$ cat config.mk
export PLATFORM = sky130hd
export DESIGN_NAME = spi_accel_poller
export DESIGN_NICKNAME = d
export VERILOG_FILES = /design/src/rtl/spi_accel_poller.sv
export SDC_FILE = /design/constraint.sdc
export NUM_CORES = 1
export LEC_CHECK = 0
export BUFFER_PORTS_ARGS = -buffer_cell sky130_fd_sc_hd__buf_2
export CAP_MARGIN = 40
export CORE_MARGIN = 10
export CORE_UTILIZATION = 53
export CTS_CLUSTER_DIAMETER = 80
export DETAILED_ROUTE_END_ITERATION = 8
export PLACE_DENSITY = 0.8
export SYNTH_ARGS = -nofsm -noshare
export SYNTH_HDL_FRONTEND = slang
export SYNTH_SLANG_ARGS = --single-unit
$ cat constraint.sdc
create_clock -name clk -period 2.1 [get_ports clk]
set_input_delay 0.42 -clock clk [delete_from_list [all_inputs] [get_ports clk]]
set_output_delay 0.42 -clock clk [all_outputs]
set_load 0.01 [all_outputs]
$ cat src/rtl/spi_accel_poller.sv
// SPI mode-0 master that reads the accelerometer X and Y bytes as two 24-bit register-read frames.
// Optional `ACCEL_AUTO_POLL_EN: self-triggered polling every POLL_CYCLES idle cycles.
module spi_accel_poller #(
    parameter int unsigned CLK_DIV     = 4,
    parameter logic [7:0]  RD_CMD      = 8'h0B,
    parameter logic [7:0]  X_ADDR      = 8'h08,
    parameter logic [7:0]  Y_ADDR      = 8'h09,
    parameter int unsigned POLL_CYCLES = 1000
) (
    input  logic       clk,
    input  logic       resetn,
    input  logic       start,
    output logic       busy,
    output logic [7:0] x_data,
    output logic [7:0] y_data,
    output logic       data_valid,
    output logic       sclk,
    output logic       mosi,
    input  logic       miso,
    output logic       cs_n
);

    localparam int unsigned CW = $clog2(2 * CLK_DIV) + 1;
    localparam logic [CW-1:0] HALF_LAST = CW'(CLK_DIV - 1);
    localparam logic [CW-1:0] FULL_LAST = CW'(2 * CLK_DIV - 1);
    localparam logic [CW-1:0] RISE_CNT  = CW'(CLK_DIV);

    localparam logic [2:0] S_IDLE  = 3'd0;
    localparam logic [2:0] S_SETUP = 3'd1;
    localparam logic [2:0] S_SHIFT = 3'd2;
    localparam logic [2:0] S_HOLD  = 3'd3;
    localparam logic [2:0] S_GAP   = 3'd4;
    localparam logic [2:0] S_DONE  = 3'd5;

    logic [2:0]    state_q, state_d;
    logic [CW-1:0] cnt_q, cnt_d;
    logic [4:0]    bit_cnt_q, bit_cnt_d;
    logic          y_frame_q, y_frame_d;
    logic [7:0]    rx_q, rx_d;
    logic [7:0]    x_buf_q, x_buf_d;
    logic [7:0]    x_data_q, x_data_d;
    logic [7:0]    y_data_q, y_data_d;
    logic [23:0]   frame;
    logic          go;

`ifdef ACCEL_AUTO_POLL_EN
    localparam int unsigned PW = $clog2(POLL_CYCLES);
    logic [PW-1:0] poll_cnt_q, poll_cnt_d;

    assign go = start || (poll_cnt_q == PW'(POLL_CYCLES - 1));

    // Held at zero while busy so it restarts from 0 on entering IDLE.
    always_comb begin
        poll_cnt_d = poll_cnt_q + 1'b1;
        if (state_q != S_IDLE || go) begin
            poll_cnt_d = '0;
        end
    end

    // Reset value makes the first poll launch one cycle after reset release.
    always_ff @(posedge clk) begin
        if (!resetn) begin
            poll_cnt_q <= PW'(POLL_CYCLES - 2);
        end else begin
            poll_cnt_q <= poll_cnt_d;
        end
    end
`else
    assign go = start;
`endif

    assign frame = {RD_CMD, (y_frame_q ? Y_ADDR : X_ADDR), 8'h00};

    always_comb begin
        state_d   = state_q;
        cnt_d     = cnt_q;
        bit_cnt_d = bit_cnt_q;
        y_frame_d = y_frame_q;
        rx_d      = rx_q;
        x_buf_d   = x_buf_q;
        x_data_d  = x_data_q;
        y_data_d  = y_data_q;
        case (state_q)
            S_IDLE: begin
                if (go) begin
                    state_d   = S_SETUP;
                    cnt_d     = '0;
                    bit_cnt_d = '0;
                    y_frame_d = 1'b0;
                end
            end
            S_SETUP: begin
                if (cnt_q == HALF_LAST) begin
                    state_d = S_SHIFT;
                    cnt_d   = '0;
                end else begin
                    cnt_d = cnt_q + 1'b1;
                end
            end
            S_SHIFT: begin
                // Only the final byte of the frame carries sensor data.
                if (cnt_q == RISE_CNT && bit_cnt_q >= 5'd16) begin
                    rx_d = {rx_q[6:0], miso};
                end
                if (cnt_q == FULL_LAST) begin
                    cnt_d = '0;
                    if (bit_cnt_q == 5'd23) begin
                        state_d = S_HOLD;
                    end else begin
                        bit_cnt_d = bit_cnt_q + 1'b1;
                    end
                end else begin
                    cnt_d = cnt_q + 1'b1;
                end
            end
            S_HOLD: begin
                if (cnt_q == HALF_LAST) begin
                    cnt_d = '0;
                    if (y_frame_q) begin
                        state_d  = S_DONE;
                        x_data_d = x_buf_q;
                        y_data_d = rx_q;
                    end else begin
                        state_d = S_GAP;
                        x_buf_d = rx_q;
                    end
                end else begin
                    cnt_d = cnt_q + 1'b1;
                end
            end
            S_GAP: begin
                if (cnt_q == FULL_LAST) begin
                    state_d   = S_SETUP;
                    cnt_d     = '0;
                    bit_cnt_d = '0;
                    y_frame_d = 1'b1;
                end else begin
                    cnt_d = cnt_q + 1'b1;
                end
            end
            S_DONE: begin
                state_d = S_IDLE;
            end
            default: begin
                state_d = S_IDLE;
            end
        endcase
    end

    always_ff @(posedge clk) begin
        if (!resetn) begin
            state_q   <= S_IDLE;
            cnt_q     <= '0;
            bit_cnt_q <= '0;
            y_frame_q <= 1'b0;
            rx_q      <= '0;
            x_buf_q   <= '0;
            x_data_q  <= '0;
            y_data_q  <= '0;
        end else begin
            state_q   <= state_d;
            cnt_q     <= cnt_d;
            bit_cnt_q <= bit_cnt_d;
            y_frame_q <= y_frame_d;
            rx_q      <= rx_d;
            x_buf_q   <= x_buf_d;
            x_data_q  <= x_data_d;
            y_data_q  <= y_data_d;
        end
    end

    always_comb begin
        cs_n = 1'b1;
        sclk = 1'b0;
        mosi = 1'b0;
        if (state_q == S_SETUP || state_q == S_SHIFT || state_q == S_HOLD) begin
            cs_n = 1'b0;
        end
        if (state_q == S_SHIFT && cnt_q >= RISE_CNT) begin
            sclk = 1'b1;
        end
        // Bit counter is 0 in SETUP, so the MSB is already on mosi when cs_n falls.
        if (state_q == S_SETUP || state_q == S_SHIFT) begin
            mosi = frame[5'd23 - bit_cnt_q];
        end
    end

    assign busy       = (state_q != S_IDLE);
    assign data_valid = (state_q == S_DONE);
    assign x_data     = x_data_q;
    assign y_data     = y_data_q;

endmodule

==> flow_metrics.env <==
export IMPL_dp_slack_ps=297
export IMPL_async_flop_share=0
export IMPL_synthTopCellsByArea="dfxtp_1, mux2i_1, nor2_1"
export IMPL_ctsHtreeMaxLevel=2
export IMPL_antenna_found_initial=0
export IMPL_yosysUniqueCellTypes=47
export IMPL_syn_inst=221
export IMPL_hold_buffers=0
export IMPL_p_per_area_mw_per_mm2=845
export IMPL_syn_num_nets=231
export IMPL_fin_crit_sh=0.930
export IMPL_num_rows=22
export IMPL_io_pins=25
export IMPL_relSlewSlack=0.651
export IMPL_port_buffers=24
export IMPL_grt_max_degree=26
export IMPL_dp_cells=284
export IMPL_rsz0062_at_grt="false"
export IMPL_die_height_um=82.9
export IMPL_wl_met3_um=215
export IMPL_ys_ff_latch=45
export IMPL_regToRegSetupSlack_ps=290
export IMPL_drt_iter0_drc=70
export IMPL_start_util=0.560
export IMPL_synthToLayoutAreaGrowth_pct=11.0
export IMPL_grt_first_pass_wirelength_um=7010
export IMPL_tns_ps=0
export IMPL_maxSlewViolCount=0
export IMPL_routed_wl_um=4070
export IMPL_holdCritPathClass="primary input to register"
export IMPL_met2_length_um=1900
export IMPL_status="completed"
export IMPL_critPathMaxFanout=18
export IMPL_tightest_slew_ps=523
export IMPL_wl_per_cell_um=13.9
export IMPL_crit_type="register to output port"
export IMPL_cts_tree="yes"
export IMPL_clock_latency_ps=290
export IMPL_die_x_um=82.9
export IMPL_grt_pass1_vias=1507
export IMPL_hold_viol_final=0
export IMPL_dp_hpwl_um=2940
export IMPL_first_pass_iters=4
export IMPL_cts_root_buf="clkbuf_8"
export IMPL_top_layer="met4"
export IMPL_stdcell_area_sq_mm=0.00233
export IMPL_final_cell_count_no_fill=292
export IMPL_cts_buffers=5
export IMPL_fin_crit_ps=1950
export IMPL_num_nets_final=253
export IMPL_ant_nets=0
export IMPL_drv_cap=0
export IMPL_gp_congestion=0.842
export IMPL_worstPathArrival_ps=1530
export IMPL_ys_warn_count=0
export IMPL_drive_gt1_frac=0.180
export IMPL_diodes=0
export IMPL_skew_ps=6.89
export IMPL_power_leakage_nw=1.06
export IMPL_hold_ws_ps=370
export IMPL_clk_path_buf_depth=2
export IMPL_endpoint_kind="output port"
export IMPL_yosys_area_top_type="dfxtp_1"
export IMPL_drcViolationCount=0
export IMPL_required_ps=1680
export IMPL_viasPerCell=5.57
export IMPL_avgSynthCellArea_sq_um=9.48
export IMPL_fin_ws_ps=147
export IMPL_synthFlopType="dfxtp_1"
export IMPL_placed_area_sq_mm=0.00224
export IMPL_max_freq_mhz=512
export IMPL_vdd_drop_max_mv=0.817
export IMPL_setup_viol=0
export IMPL_dieArea_sq_mm=0.00687
export IMPL_synthesis_area_sq_mm=0.00210
export IMPL_grt_overflow_total=0
export IMPL_path_clk_slew_ps=80
export IMPL_total_power_mw=1.97
export IMPL_cts_sinks=45
export IMPL_cts_setup_buffers=0
export IMPL_vias=1627
export IMPL_seq_area_frac_synth=0.430
export IMPL_core_region_area_sq_mm=0.00374
export IMPL_yosys_area_top_type_share=0.430
export IMPL_synth_edf_count=0
export IMPL_startpoint_type="register"
export IMPL_final_util=0.622
export IMPL_grt_total_usage=0.117
export IMPL_wl_met1_um=1890
final cells by class:
type	instances	area (sq um)
Timing Repair Buffer	27	143
Sequential cell	45	902
Clock buffer	6	72.6
Tap cell	48	60.1
Multi-Input combinational cell	155	1100
Clock inverter	2	15.0
Fill cell	336	1420
Inverter	9	33.8
Yosys cell counts (2+ instances only):
master / number
a21oi_1: 5
nand2_1: 7
a22oi_1: 2
o31ai_1: 2
ha_1: 6
nor3_1: 3
o21ai_0: 7
o31a_1: 2
dfxtp_1: 45
clkbuf_1: 7
buf_2: 3
and3_1: 4
nor2_1: 41
inv_1: 7
mux2i_1: 33
nor2b_1: 4
inv_2: 2
nand2b_1: 2
nand3_1: 8
o21ai_1: 3
o221a_1: 2
placed cells by master, fill, tap and decap left out, types with 2 or more instances in the layout:
cell	count
dfxtp_1	44
nor2_1	41
mux2i_1	33
buf_2	24
nand3_1	8
inv_1	7
nand2_1	7
o21ai_0	7
ha_1	6
a21oi_1	5
clkbuf_8	5
nor2b_1	4
and3_1	4
o21ai_1	3
nor3_1	3
buf_4	3
nand2b_1	2
inv_2	2
o31a_1	2
o31ai_1	2
a22oi_1	2
o221a_1	2
clkinvlp_4	2
cells by family after synthesis:
kind of cell	after synthesis	share of synthesized area
multiplexers	33	0.158
AND/OR/NAND/NOR	82	0.206
adder cells (fa/ha/maj)	6	0.0358
XOR/XNOR	2	0.00836
flip-flops	45	0.430
buffers and inverters	21	0.0448
AO/OA/AOI/OAI	32	0.118
power breakdown:
part	internal [mW]	switching (mW)	leakage, nW
combinational	0.197	0.261	0.662
sequential	0.890	0.0966	0.363
clock	0.234	0.288	0.0374
what timing repair did:
action                                 CTS  global route
gates resized for setup                  1             0
setup endpoints to repair                1             0
endpoints found under the hold margin    0             0
worst max-delay path, stage by stage, from the launching register on:
cell and delay, ps:
dfxtp_2 490, nor3b_4 420, inv_2 90, nor2_1 100, buf_2 130
path summary, 6_finish.rpt:
check	cells past startpoint	end	start
worst max register to register	5	x_buf_q[4]$_SDFFE_PN0P_	state_q[0]$_SDFFE_PN0P_
worst max-delay path	4	sclk	state_q[1]$_SDFFE_PN0P_
worst min-delay path	3	rx_q[0]$_SDFFE_PN0P_	miso
worst min register to register	2	x_data[4]$_SDFFE_PN0P_	x_data[4]$_SDFFE_PN0P_
registers in the layout (all words and copies together), names as in the netlist:
register   cells
rx_q           8
bit_cnt_q      5
y_frame_q      1
cnt_q          4
x_buf_q        8
y_data         8
x_data         8
state_q        3
routing by layer:
metal  global-route usage  vias to the layer above
met5                    0                        -
met4               0.0415                        0
met3               0.0400                        5
met2                0.184                       34
met1                0.144                      769
li1                     -                      819
Power figures use the tool's default switching activity.
